`src/rtl/ines_pkg.sv`:
```
// Shared types, codes and helpers for the iNES / NES 2.0 game loader.
package ines_pkg;

  typedef logic [2:0] state_t;

  localparam state_t ST_HDR  = 3'd0;
  localparam state_t ST_TRN  = 3'd1;
  localparam state_t ST_PRG  = 3'd2;
  localparam state_t ST_CHR  = 3'd3;
  localparam state_t ST_CLR0 = 3'd4;
  localparam state_t ST_CLR1 = 3'd5;
  localparam state_t ST_DONE = 3'd6;
  localparam state_t ST_ERR  = 3'd7;

  localparam logic [2:0] ERR_NONE     = 3'd0;
  localparam logic [2:0] ERR_MAGIC    = 3'd1;
  localparam logic [2:0] ERR_EXPSIZE  = 3'd2;
  localparam logic [2:0] ERR_OVERSIZE = 3'd3;
  localparam logic [2:0] ERR_NOPRG    = 3'd4;

  localparam int MF_MAPPER_LSB    = 0;
  localparam int MF_PRG_BKT_LSB   = 8;
  localparam int MF_CHR_BKT_LSB   = 11;
  localparam int MF_MIRROR        = 14;
  localparam int MF_CHR_RAM       = 15;
  localparam int MF_FOUR_SCREEN   = 16;
  localparam int MF_BATTERY       = 17;
  localparam int MF_NES2          = 18;
  localparam int MF_MAPPER_HI_LSB = 19;

  // 12-bit unit counts; 4095 PRG units x 16 KB still fits the 26-bit counter.
  localparam int UNITS_W = 12;
  localparam int CNT_W   = 26;

  function automatic logic [2:0] size_bucket(input logic [UNITS_W-1:0] units);
    if      (units <= 12'd1)  return 3'd0;
    else if (units <= 12'd2)  return 3'd1;
    else if (units <= 12'd4)  return 3'd2;
    else if (units <= 12'd8)  return 3'd3;
    else if (units <= 12'd16) return 3'd4;
    else if (units <= 12'd32) return 3'd5;
    else if (units <= 12'd64) return 3'd6;
    else                      return 3'd7;
  endfunction

endpackage

```
`src/rtl/ines_header_decode.sv`:
```
// Combinational decode of header bytes 0..9 into unit counts, flags and an
// abort code. Bytes 10..15 carry nothing the loader uses.
module ines_header_decode
  import ines_pkg::*;
#(
  parameter int unsigned PRG_MAX = 64,
  parameter int unsigned CHR_MAX = 128
) (
  input  logic [9:0][7:0]       i_hdr,
  output logic [UNITS_W-1:0]    o_prg_units,
  output logic [UNITS_W-1:0]    o_chr_units,
  output logic                  o_trainer,
  output logic [31:0]           o_mapper_flags,
  output logic [2:0]            o_err_code
);

  logic w_nes2;
  logic w_unused;

  assign w_nes2      = (i_hdr[7][3:2] == 2'b10);
  assign o_prg_units = w_nes2 ? {i_hdr[9][3:0], i_hdr[4]} : {4'd0, i_hdr[4]};
  assign o_chr_units = w_nes2 ? {i_hdr[9][7:4], i_hdr[5]} : {4'd0, i_hdr[5]};
  assign o_trainer   = i_hdr[6][2];
  assign w_unused    = ^{i_hdr[8][7:4], i_hdr[7][1:0]};

  // Abort reasons in priority order.
  always_comb begin
    if (i_hdr[0] != 8'h4E || i_hdr[1] != 8'h45 || i_hdr[2] != 8'h53 || i_hdr[3] != 8'h1A)
      o_err_code = ERR_MAGIC;
    else if (w_nes2 && (i_hdr[9][3:0] == 4'hF || i_hdr[9][7:4] == 4'hF))
      o_err_code = ERR_EXPSIZE;
    else if (32'(o_prg_units) > PRG_MAX || 32'(o_chr_units) > CHR_MAX)
      o_err_code = ERR_OVERSIZE;
    else if (o_prg_units == 12'd0)
      o_err_code = ERR_NOPRG;
    else
      o_err_code = ERR_NONE;
  end

  always_comb begin
    o_mapper_flags = 32'd0;
    o_mapper_flags[MF_MAPPER_LSB +: 8]    = {i_hdr[7][7:4], i_hdr[6][7:4]};
    o_mapper_flags[MF_PRG_BKT_LSB +: 3]   = size_bucket(o_prg_units);
    o_mapper_flags[MF_CHR_BKT_LSB +: 3]   = size_bucket(o_chr_units);
    o_mapper_flags[MF_MIRROR]             = i_hdr[6][0];
    o_mapper_flags[MF_CHR_RAM]            = (o_chr_units == 12'd0);
    o_mapper_flags[MF_FOUR_SCREEN]        = i_hdr[6][3];
    o_mapper_flags[MF_BATTERY]            = i_hdr[6][1];
    o_mapper_flags[MF_NES2]               = w_nes2;
    o_mapper_flags[MF_MAPPER_HI_LSB +: 4] = w_nes2 ? i_hdr[8][3:0] : 4'd0;
  end

endmodule

```
`src/rtl/ines_loader.sv`:
```
// Streams an iNES / NES 2.0 image into NES memory (trainer, PRG, CHR), then
// zero-fills two RAM regions and raises done to release the core.
module ines_loader
  import ines_pkg::*;
#(
  parameter int unsigned ADDR_W       = 22,
  parameter int unsigned PRG_BASE     = 32'h00_0000,
  parameter int unsigned CHR_BASE     = 32'h20_0000,
  parameter int unsigned TRAINER_BASE = 32'h3C_1000,
  parameter int unsigned CLR0_BASE    = 32'h38_0000,
  parameter int unsigned CLR0_LEN     = 2048,
  parameter int unsigned CLR1_BASE    = 32'h30_0000,
  parameter int unsigned CLR1_LEN     = 2048,
  parameter int unsigned PRG_MAX      = 64,
  parameter int unsigned CHR_MAX      = 128
) (
  input  logic              clk,
  input  logic              reset,
  input  logic [7:0]        in_data,
  input  logic              in_valid,
  output logic              in_ready,
  input  logic              mem_ready,
  output logic [ADDR_W-1:0] mem_addr,
  output logic [7:0]        mem_data,
  output logic              mem_write,
  output logic [31:0]       mapper_flags,
  output logic              done,
  output logic              error,
  output logic [2:0]        err_code
);

  state_t              r_state;
  logic [9:0][7:0]     r_hdr;
  logic [3:0]          r_hdr_idx;
  logic [ADDR_W-1:0]   r_addr;
  logic [CNT_W-1:0]    r_cnt;
  logic [UNITS_W-1:0]  r_prg_units;
  logic [UNITS_W-1:0]  r_chr_units;
  logic [31:0]         r_mapper_flags;
  logic [2:0]          r_err_code;

  logic [UNITS_W-1:0]  w_dec_prg;
  logic [UNITS_W-1:0]  w_dec_chr;
  logic                w_dec_trainer;
  logic [31:0]         w_dec_flags;
  logic [2:0]          w_dec_err;

  state_t              w_chr_state, w_clr0_state, w_clr1_state;
  logic [ADDR_W-1:0]   w_chr_addr, w_clr0_addr, w_clr1_addr;
  logic [CNT_W-1:0]    w_chr_cnt, w_clr0_cnt, w_clr1_cnt;

  ines_header_decode #(.PRG_MAX(PRG_MAX), .CHR_MAX(CHR_MAX)) u_decode (
    .i_hdr          (r_hdr),
    .o_prg_units    (w_dec_prg),
    .o_chr_units    (w_dec_chr),
    .o_trainer      (w_dec_trainer),
    .o_mapper_flags (w_dec_flags),
    .o_err_code     (w_dec_err)
  );

  // Entry point of each later segment; empty segments fall through to the next.
  always_comb begin
    if (CLR1_LEN != 32'd0) begin
      w_clr1_state = ST_CLR1; w_clr1_addr = ADDR_W'(CLR1_BASE); w_clr1_cnt = CNT_W'(CLR1_LEN);
    end else begin
      w_clr1_state = ST_DONE; w_clr1_addr = r_addr;             w_clr1_cnt = '0;
    end
    if (CLR0_LEN != 32'd0) begin
      w_clr0_state = ST_CLR0; w_clr0_addr = ADDR_W'(CLR0_BASE); w_clr0_cnt = CNT_W'(CLR0_LEN);
    end else begin
      w_clr0_state = w_clr1_state; w_clr0_addr = w_clr1_addr; w_clr0_cnt = w_clr1_cnt;
    end
    if (r_chr_units != 12'd0) begin
      w_chr_state = ST_CHR; w_chr_addr = ADDR_W'(CHR_BASE); w_chr_cnt = {1'b0, r_chr_units, 13'd0};
    end else begin
      w_chr_state = w_clr0_state; w_chr_addr = w_clr0_addr; w_chr_cnt = w_clr0_cnt;
    end
  end

  always_comb begin
    in_ready  = 1'b0;
    mem_write = 1'b0;
    mem_data  = 8'd0;
    case (r_state)
      ST_HDR, ST_ERR: in_ready = 1'b1;
      ST_TRN, ST_PRG, ST_CHR: begin
        in_ready  = mem_ready;
        mem_write = in_valid & mem_ready;
        mem_data  = in_data;
      end
      ST_CLR0, ST_CLR1: mem_write = mem_ready;
      default: in_ready = 1'b0;
    endcase
  end

  // Only bytes 0..9 carry decoded fields.
  always_ff @(posedge clk) begin
    if (r_state == ST_HDR && in_valid && r_hdr_idx < 4'd10)
      r_hdr[r_hdr_idx] <= in_data;
  end

  always_ff @(posedge clk) begin
    if (reset) begin
      r_state        <= ST_HDR;
      r_hdr_idx      <= 4'd0;
      r_addr         <= '0;
      r_cnt          <= '0;
      r_prg_units    <= '0;
      r_chr_units    <= '0;
      r_mapper_flags <= 32'd0;
      r_err_code     <= ERR_NONE;
    end else begin
      case (r_state)
        ST_HDR: begin
          if (in_valid) begin
            r_hdr_idx <= r_hdr_idx + 4'd1;
            if (r_hdr_idx == 4'd15) begin
              r_mapper_flags <= w_dec_flags;
              r_err_code     <= w_dec_err;
              r_prg_units    <= w_dec_prg;
              r_chr_units    <= w_dec_chr;
              if (w_dec_err != ERR_NONE) begin
                r_state <= ST_ERR;
              end else if (w_dec_trainer) begin
                r_state <= ST_TRN; r_addr <= ADDR_W'(TRAINER_BASE); r_cnt <= CNT_W'(512);
              end else begin
                r_state <= ST_PRG; r_addr <= ADDR_W'(PRG_BASE); r_cnt <= {w_dec_prg, 14'd0};
              end
            end
          end
        end
        ST_TRN, ST_PRG, ST_CHR, ST_CLR0, ST_CLR1: begin
          if (mem_write) begin
            if (r_cnt == CNT_W'(1)) begin
              case (r_state)
                ST_TRN: begin
                  r_state <= ST_PRG; r_addr <= ADDR_W'(PRG_BASE); r_cnt <= {r_prg_units, 14'd0};
                end
                ST_PRG:  begin r_state <= w_chr_state;  r_addr <= w_chr_addr;  r_cnt <= w_chr_cnt;  end
                ST_CHR:  begin r_state <= w_clr0_state; r_addr <= w_clr0_addr; r_cnt <= w_clr0_cnt; end
                ST_CLR0: begin r_state <= w_clr1_state; r_addr <= w_clr1_addr; r_cnt <= w_clr1_cnt; end
                default: r_state <= ST_DONE;
              endcase
            end else begin
              r_addr <= r_addr + ADDR_W'(1);
              r_cnt  <= r_cnt - CNT_W'(1);
            end
          end
        end
        default: r_state <= r_state;
      endcase
    end
  end

  assign mem_addr     = r_addr;
  assign mapper_flags = r_mapper_flags;
  assign err_code     = r_err_code;
  assign done         = (r_state == ST_DONE);
  assign error        = (r_state == ST_ERR);

endmodule

```
`config.mk`:
```
export PLATFORM = sky130hd
export DESIGN_NAME = ines_loader
export DESIGN_NICKNAME = d
export VERILOG_FILES = /design/src/rtl/ines_pkg.sv /design/src/rtl/ines_header_decode.sv /design/src/rtl/ines_loader.sv
export SDC_FILE = /design/constraint.sdc
export NUM_CORES = 1
export LEC_CHECK = 0
export BUFFER_PORTS_ARGS = -buffer_cell sky130_fd_sc_hd__buf_2
export CAP_MARGIN = 20
export CORE_MARGIN = 2
export CORE_UTILIZATION = 60
export DETAILED_ROUTE_END_ITERATION = 16
export GPL_TIMING_DRIVEN = 0
export PLACE_DENSITY = 0.85
export SETUP_SLACK_MARGIN = 0.2
export SLEW_MARGIN = 20
export SYNTH_ARGS = -nofsm -noshare
export SYNTH_HDL_FRONTEND = slang
export SYNTH_HIERARCHICAL = 1
export SYNTH_SLANG_ARGS = --single-unit
export TNS_END_PERCENT = 100
```
`constraint.sdc`:
```
create_clock -name clk -period 5.5 [get_ports clk]
set_input_delay 0.275 -clock clk [delete_from_list [all_inputs] [get_ports clk]]
set_output_delay 0.275 -clock clk [all_outputs]
set_load 0.005 [all_outputs]
```
# [Yosys cells after proc, flatten, opt, wreduce, memory -nomap -nowiden]
# Index checks and enable logic that the tools add are counted.
[word_totals] ff_bits=185 latchBits=0 mem_bits_rw=0 rom_bits=0 input_bits=12 output_inout_bits=69 word_cells=143 mem_count=0
[classes] n_addsub=3 multipliers=0 div=0 n_lt_le_gt_ge=19 eq_ne=23 shifts=0 n_mux=54 n_bitwise=1 reduce_logical=25
[op_table] operator="2-to-1 mux 26 bit" n=6
[op_table] operator="2-to-1 mux 22 bit" n=6
[op_table] operator="case mux 22 bit (4 select lines)" n=1
[op_table] operator="bitwise mux 80 bit" n=1
[op_table] operator="case mux 26 bit (3 select lines)" n=1
[op_table] operator="2-to-1 mux 3 bit" n=22
[op_table] operator="case mux 26 bit (2 select lines)" n=1
[op_table] operator="case mux 22 bit (2 select lines)" n=1
[op_table] operator="demux 8 bit (select 4 bit)" n=1
[op_table] operator="equality test 26 x 1 -> 1 bit (second input constant)" n=1
[op_table] operator="subtractor 26 x 1 -> 26 bit (second input constant)" n=1
[op_table] operator="2-to-1 mux 25 bit" n=1
[op_table] operator="<= comparator 12 x 1 -> 1 bit (second input constant)" n=2
[op_table] operator="<= comparator 12 x 2 -> 1 bit (second input constant)" n=2
[op_table] operator="<= comparator 12 x 3 -> 1 bit (second input constant)" n=2
[op_table] operator="<= comparator 12 x 4 -> 1 bit (second input constant)" n=2
[op_table] operator="<= comparator 12 x 5 -> 1 bit (second input constant)" n=2
[op_table] operator="<= comparator 12 x 6 -> 1 bit (second input constant)" n=2
[op_table] operator="<= comparator 12 x 7 -> 1 bit (second input constant)" n=2
[op_table] operator="zero test 12 bit" n=2
[op_table] operator="2-to-1 mux 12 bit" n=2
[op_table] operator="!= test 8 x 7 -> 1 bit (second input constant)" n=3
[op_table] operator="adder 22 x 1 -> 22 bit (second input constant)" n=1
[op_table] operator="2-to-1 mux 21 bit" n=1
[op_table] operator="37 further kinds" n=59

# [Depth between registers and ports, before layout]
[depth] word_depth=12 mapped_depth=12 ltp_nobuf=11

# [Hierarchy]
# The synthesis kept the hierarchy.
[by_module_without_submodules] module="ines_loader" n_inst=1 cells_each=830 area_each_um2=8195.4 seq_area_each_um2=4684.5
[by_module_without_submodules] module="ines_header_decode" n_inst=1 cells_each=123 area_each_um2=877.1 seq_area_each_um2=0.0

# [Least setup slack after synthesis]
# Ideal clock, no wire load.
[synth_path] path_type="register to register" start="reg r_hdr[34] in the netlist's numbering" end="reg r_cnt[12]" setup_time_ps=71 t_arrival_ps=3124 t_required_ps=5429 setup_slack_ps=2305 path_stages_with_launch=12 n_path_buf=1 synth_period_minus_slack_ps=3195 cell_sequence="edfxtp_1 or4_4 buf_6 o31ai_4 nand4_2 a311o_1 nor3_1 a21oi_1 a21oi_4 nand2_4 or4_1 a21oi_1"
[synth_between] elab_chain_len=9 elab_cells_between_ends=11 classes_between="order compare (1); eq/ne (1); mux (5); reduce/logical (4)"
[synth_rtl] element="start: declaration" line="ines_loader.sv:33" rtl="logic [9:0][7:0] r_hdr;"
[synth_rtl] element="start signal: indexed assignment" line="ines_loader.sv:99" rtl="r_hdr[r_hdr_idx] <= in_data;"
[synth_rtl] element="2-to-1 mux 12 bit" line="ines_header_decode.sv:21" rtl="assign o_prg_units = w_nes2 ? {i_hdr[9][3:0], i_hdr[4]} : {4'd0, i_hdr[4]};"
[synth_rtl] element="greater-than comparator 12 x 7 -> 1 bit" line="ines_header_decode.sv:32" rtl="else if (32'(o_prg_units) > PRG_MAX || 32'(o_chr_units) > CHR_MAX)"
[synth_rtl] element="logical OR 1 bit" line="ines_header_decode.sv:32"
[synth_rtl] element="2-to-1 mux 3 bit" line="ines_header_decode.sv:32"
[synth_rtl] element="2-to-1 mux 3 bit" line="ines_header_decode.sv:30" rtl="else if (w_nes2 && (i_hdr[9][3:0] == 4'hF || i_hdr[9][7:4] == 4'hF))"
[synth_rtl] element="2-to-1 mux 3 bit" line="ines_header_decode.sv:28" rtl="if (i_hdr[0] != 8'h4E || i_hdr[1] != 8'h45 || i_hdr[2] != 8'h53 || i_hdr[3] != 8'h1A)"
[synth_rtl] element="net w_dec_err[0]" line="ines_loader.sv:46" rtl="logic [2:0] w_dec_err;"
[synth_rtl] element="nonzero test 3 bit" line="ines_loader.sv:122" rtl="if (w_dec_err != ERR_NONE) begin"
[synth_rtl] element="!= test 2 bit (no line)"
[synth_rtl] element="AND reduction 6 bit (no line)"
[synth_rtl] element="end signal: assignment" line="ines_loader.sv:139" rtl="ST_PRG: begin r_state <= w_chr_state; r_addr <= w_chr_addr; r_cnt <= w_chr_cnt; end"
[synth_rtl] element="end signal: assignment" line="ines_loader.sv:140" rtl="ST_CHR: begin r_state <= w_clr0_state; r_addr <= w_clr0_addr; r_cnt <= w_clr0_cnt; end"
[synth_rtl] element="end signal: assignment" line="ines_loader.sv:141" rtl="ST_CLR0: begin r_state <= w_clr1_state; r_addr <= w_clr1_addr; r_cnt <= w_clr1_cnt; end"
[synth_rtl] element="end: declaration" line="ines_loader.sv:36" rtl="logic [CNT_W-1:0] r_cnt;"
# The timed path passes the listed nets, and every way through them passes these cells.
# A chain may end at the register's enable or synchronous reset.

# [Worst setup path in the final report]
[layout_path] start="reg r_hdr[44] in the netlist's numbering" end="reg r_cnt[12]"
[layout_between] elab_chain_len=9
[layout_rtl] element="2-to-1 mux 12 bit" line="ines_header_decode.sv:22" rtl="assign o_chr_units = w_nes2 ? {i_hdr[9][7:4], i_hdr[5]} : {4'd0, i_hdr[5]};"
[layout_rtl] element="greater-than comparator 12 x 8 -> 1 bit" line="ines_header_decode.sv:32"
[layout_rtl] element="logical OR 1 bit" line="ines_header_decode.sv:32"
[layout_rtl] element="2-to-1 mux 3 bit" line="ines_header_decode.sv:32"
[layout_rtl] element="2-to-1 mux 3 bit" line="ines_header_decode.sv:30"
[layout_rtl] element="2-to-1 mux 3 bit" line="ines_header_decode.sv:28"
[layout_rtl] element="net w_dec_err[0]" line="ines_loader.sv:46"
[layout_rtl] element="nonzero test 3 bit" line="ines_loader.sv:122"
[layout_rtl] element="!= test 2 bit (no line)"
[layout_rtl] element="AND reduction 6 bit (no line)"
# The timed path passes the listed nets, and every way through them passes these cells.

==> metrics.md <==
| Metric | Value |
|---|---|
| Status | `finished clean` |
| Initial antenna violation count | `0` |
| Clock Root Buffer | `clkbuf_16` |
| Switch Pwr | `0.7657 mW` |
| Post-CTS Hold Buffers | `0` |
| Hpwl dp | `15790 um` |
| Req. time, crit path | `5.87 ns` |
| Leakage | `3.851 nW` |
| DP Worst Slack | `1.772 ns` |
| Filler instances | `roughly 1100` |
| Total track usage | `28.65%` |
| Comb pwr share | `8.8%` |
| Clock power frac | `a little over two fifths` |
| Clk Latency, worst-skew pair | `0.44 ns` |
| Reg power frac | `a little under 50%` |
| Yosys warnings | `6` |
| Core area | `14530 um^2` |
| Diode count | `0` |
| Slew Limit Headroom | `roughly 29%` |
| Die X | `125.7 um` |
| Pin count of the biggest net entering global routing | `19` |
| Final net count | `1071` |
| RSZ-0062 raised after global routing | `no` |
| First-pass GRT wire length | `36020 um` |
| # H-tree levels | `4` |
| Cell chain of the critical path | `or4_1, o21ai_0, nand4_2, a311o_1, nor3_1, a21oi_1, a21oi_4, nand2_4, or4_1, a21oi_1` |
| GPL Wtd Cong | `0.9326` |
| Post-route ant nets | `0` |
| Fin crit period | `3.816 ns` |
| Congestion Overflow GR | `0` |
| Final Max Slew Viols | `0` |
| Initial core utilization | `between 60% and 70%` |
| Clock Path Buffers | `2` |
| Final hold vios | `0` |
| Area Overhead vs Synth | `14.10%` |
| Resize count post-CTS | `0` |
| Slowest stage delay, CP | `between 0.5 and 0.6 ns` |
| Top Ports | `between 80 and 90` |
| Total Neg Setup Slack | `0 ns` |
| Fin crit share | `69.39%` |
| Final cell count without fillers | `1249` |
| Port bufs | `78` |
| CP Class | `flip-flop to flip-flop` |
| CP endpoint kind | `flip-flop` |
| Post-CTS Setup Bufs | `0` |
| WL/cell | `18.03 um` |
| Initial DRC Count | `829` |
| Number of global-route vias before repair | `7058` |
| Worst setup SP type | `flip-flop` |
| VDD IR max | `0.2494 mV` |
| Final setup fails | `0` |
| Worst setup slack after layout | `between 1.5 and 2 ns` |
| CTS sink count | `around 190` |
| Dpl cells | `1217` |
| Layout cell share with drive strength beyond 1 | `18.03%` |
| Worst-Margin Slew | `approximately 1.1 ns` |
| CTS Buf Count | `17` |
| Highest clock rate | `about 0.26 GHz` |
| Die area | `15810 um^2` |
| Crit Path Max Fanout | `9` |
| Drt first pass iters | `7` |
| Critical Path AT | `around 4.2 ns` |
| HP Class | `input pin to flip-flop` |
| DRC | `0` |
| Layout Utilization | `69.81%` |
| Total routed wirelength | `22520 um` |
| Die Ht | `125.7 um` |
| DR vias/cell | `approximately 6` |
| Cell-internal power | `2.248 mW` |
| Switching share of power | `25.40%` |
| Pwr dens | `between 200 and 300 nW/um^2` |
| TritonCTS clock tree | `done` |
| CP max stage cell | `nor3_1` |
| Synth Cell Area | `8892 um^2` |
| DR vias | `~7500` |
| Max-cap viol count | `0` |
| Mean Syn Cell Area | `9.390 um^2` |
| Post-Synthesis Cells | `947` |
| FP Rows | `44` |
| Clk slew on worst S/H paths | `0.08 ns` |
| Worst Clk Skew | `between 0.01 and 0.015 ns` |
worst max-delay path, delay by kind of cell (launching register included):
family / cells / cell delay, ns
simple gates: 5 / 1.95
compound gates: 5 / 1.31
flops: 1 / 0.48
sequential cells by signal (all words and copies together), names as in the netlist:
signal        count
r_cnt            26
r_hdr            74
err_code          3
mapper_flags     32
r_state           3
r_chr_units      12
mem_addr         22
r_prg_units      12
r_hdr_idx         4
per-layer routing:
metal / up-vias / GRT usage, % / wire, um
met5: - / 0 / 0
met4: 0 / 12.86 / 719
met3: 64 / 5.607 / 1792
met2: 364 / 47.85 / 10990
met1: 3517 / 36.34 / 9024
li1: 3564 / - / -
final cells by class:
| cell class | instances | area, um^2 | share of cell area (%) |
|---|---|---|---|
| well taps | 184 | 230.2 | 2.269 |
| clock inverters | 14 | 173.9 | 1.714 |
| inverters | 19 | 71.32 | 0.7029 |
| clock buffers | 18 | 429.2 | 4.230 |
| plain buffers | 86 | 498.0 | 4.908 |
| repair buffers | 78 | 390.4 | 3.848 |
| multi-input cells | 662 | 3849 | 37.93 |
| flip-flops and latches | 188 | 4504 | 44.40 |
stage by stage:
| stage | cell area [um^2] | hold WS, ns | power (mW) |
|---|---|---|---|
| final | 10150 | 0.1913 | 3.014 |
| after global routing | 10150 | 0.1981 | 3.096 |
| after CTS | 10150 | 0.1847 | 3.009 |
| after detailed placement | 9543 | 0.4438 | 1.777 |
| after global placement | 9543 | 0.4404 | 1.771 |
| after floorplan | 8922 | 0.3739 | 1.695 |
layout by cell type, fill, tap and decap left out, drive strengths merged, types with 7 or more instances in the layout:
cell type	instances
xor2	17
ha	7
mux2i	7
dfxtp	114
or3	11
edfxtp	74
inv	28
a211oi	8
clkbuf	50
nor4	11
buf	132
nand4	19
nor4b	9
nor2	69
a21oi	102
conb	9
nand3	25
and2	33
o21ai	36
nor3	28
xnor2	8
nand2	152
a22oi	13
power by group through the flow:
stage	Clock, mW	Sequential [mW]	Combinational [mW]
4_1_cts	1.26	1.49	0.259
3_5_place_dp	0	1.52	0.256
6_report	1.26	1.49	0.264
2_1_floorplan	0	1.52	0.178
3_3_place_gp	0	1.52	0.252
5_1_grt	1.32	1.49	0.286
final timing paths:
path                                         to  slack (ns)  depth (start not counted)                     startpoint
setup reg to reg         r_cnt[12]$_SDFFE_PP0P_        1.68                         10            r_hdr[44]$_DFFE_PP_
hold reg to reg   mapper_flags[23]$_SDFFE_PP0P_        0.45                          2  mapper_flags[23]$_SDFFE_PP0P_
setup / recovery         r_cnt[12]$_SDFFE_PP0P_        1.68                         10            r_hdr[44]$_DFFE_PP_
hold / removal              r_hdr[54]$_DFFE_PP_        0.19                          1                     in_data[6]
Note: power is estimated with default switching activity, not from simulation.
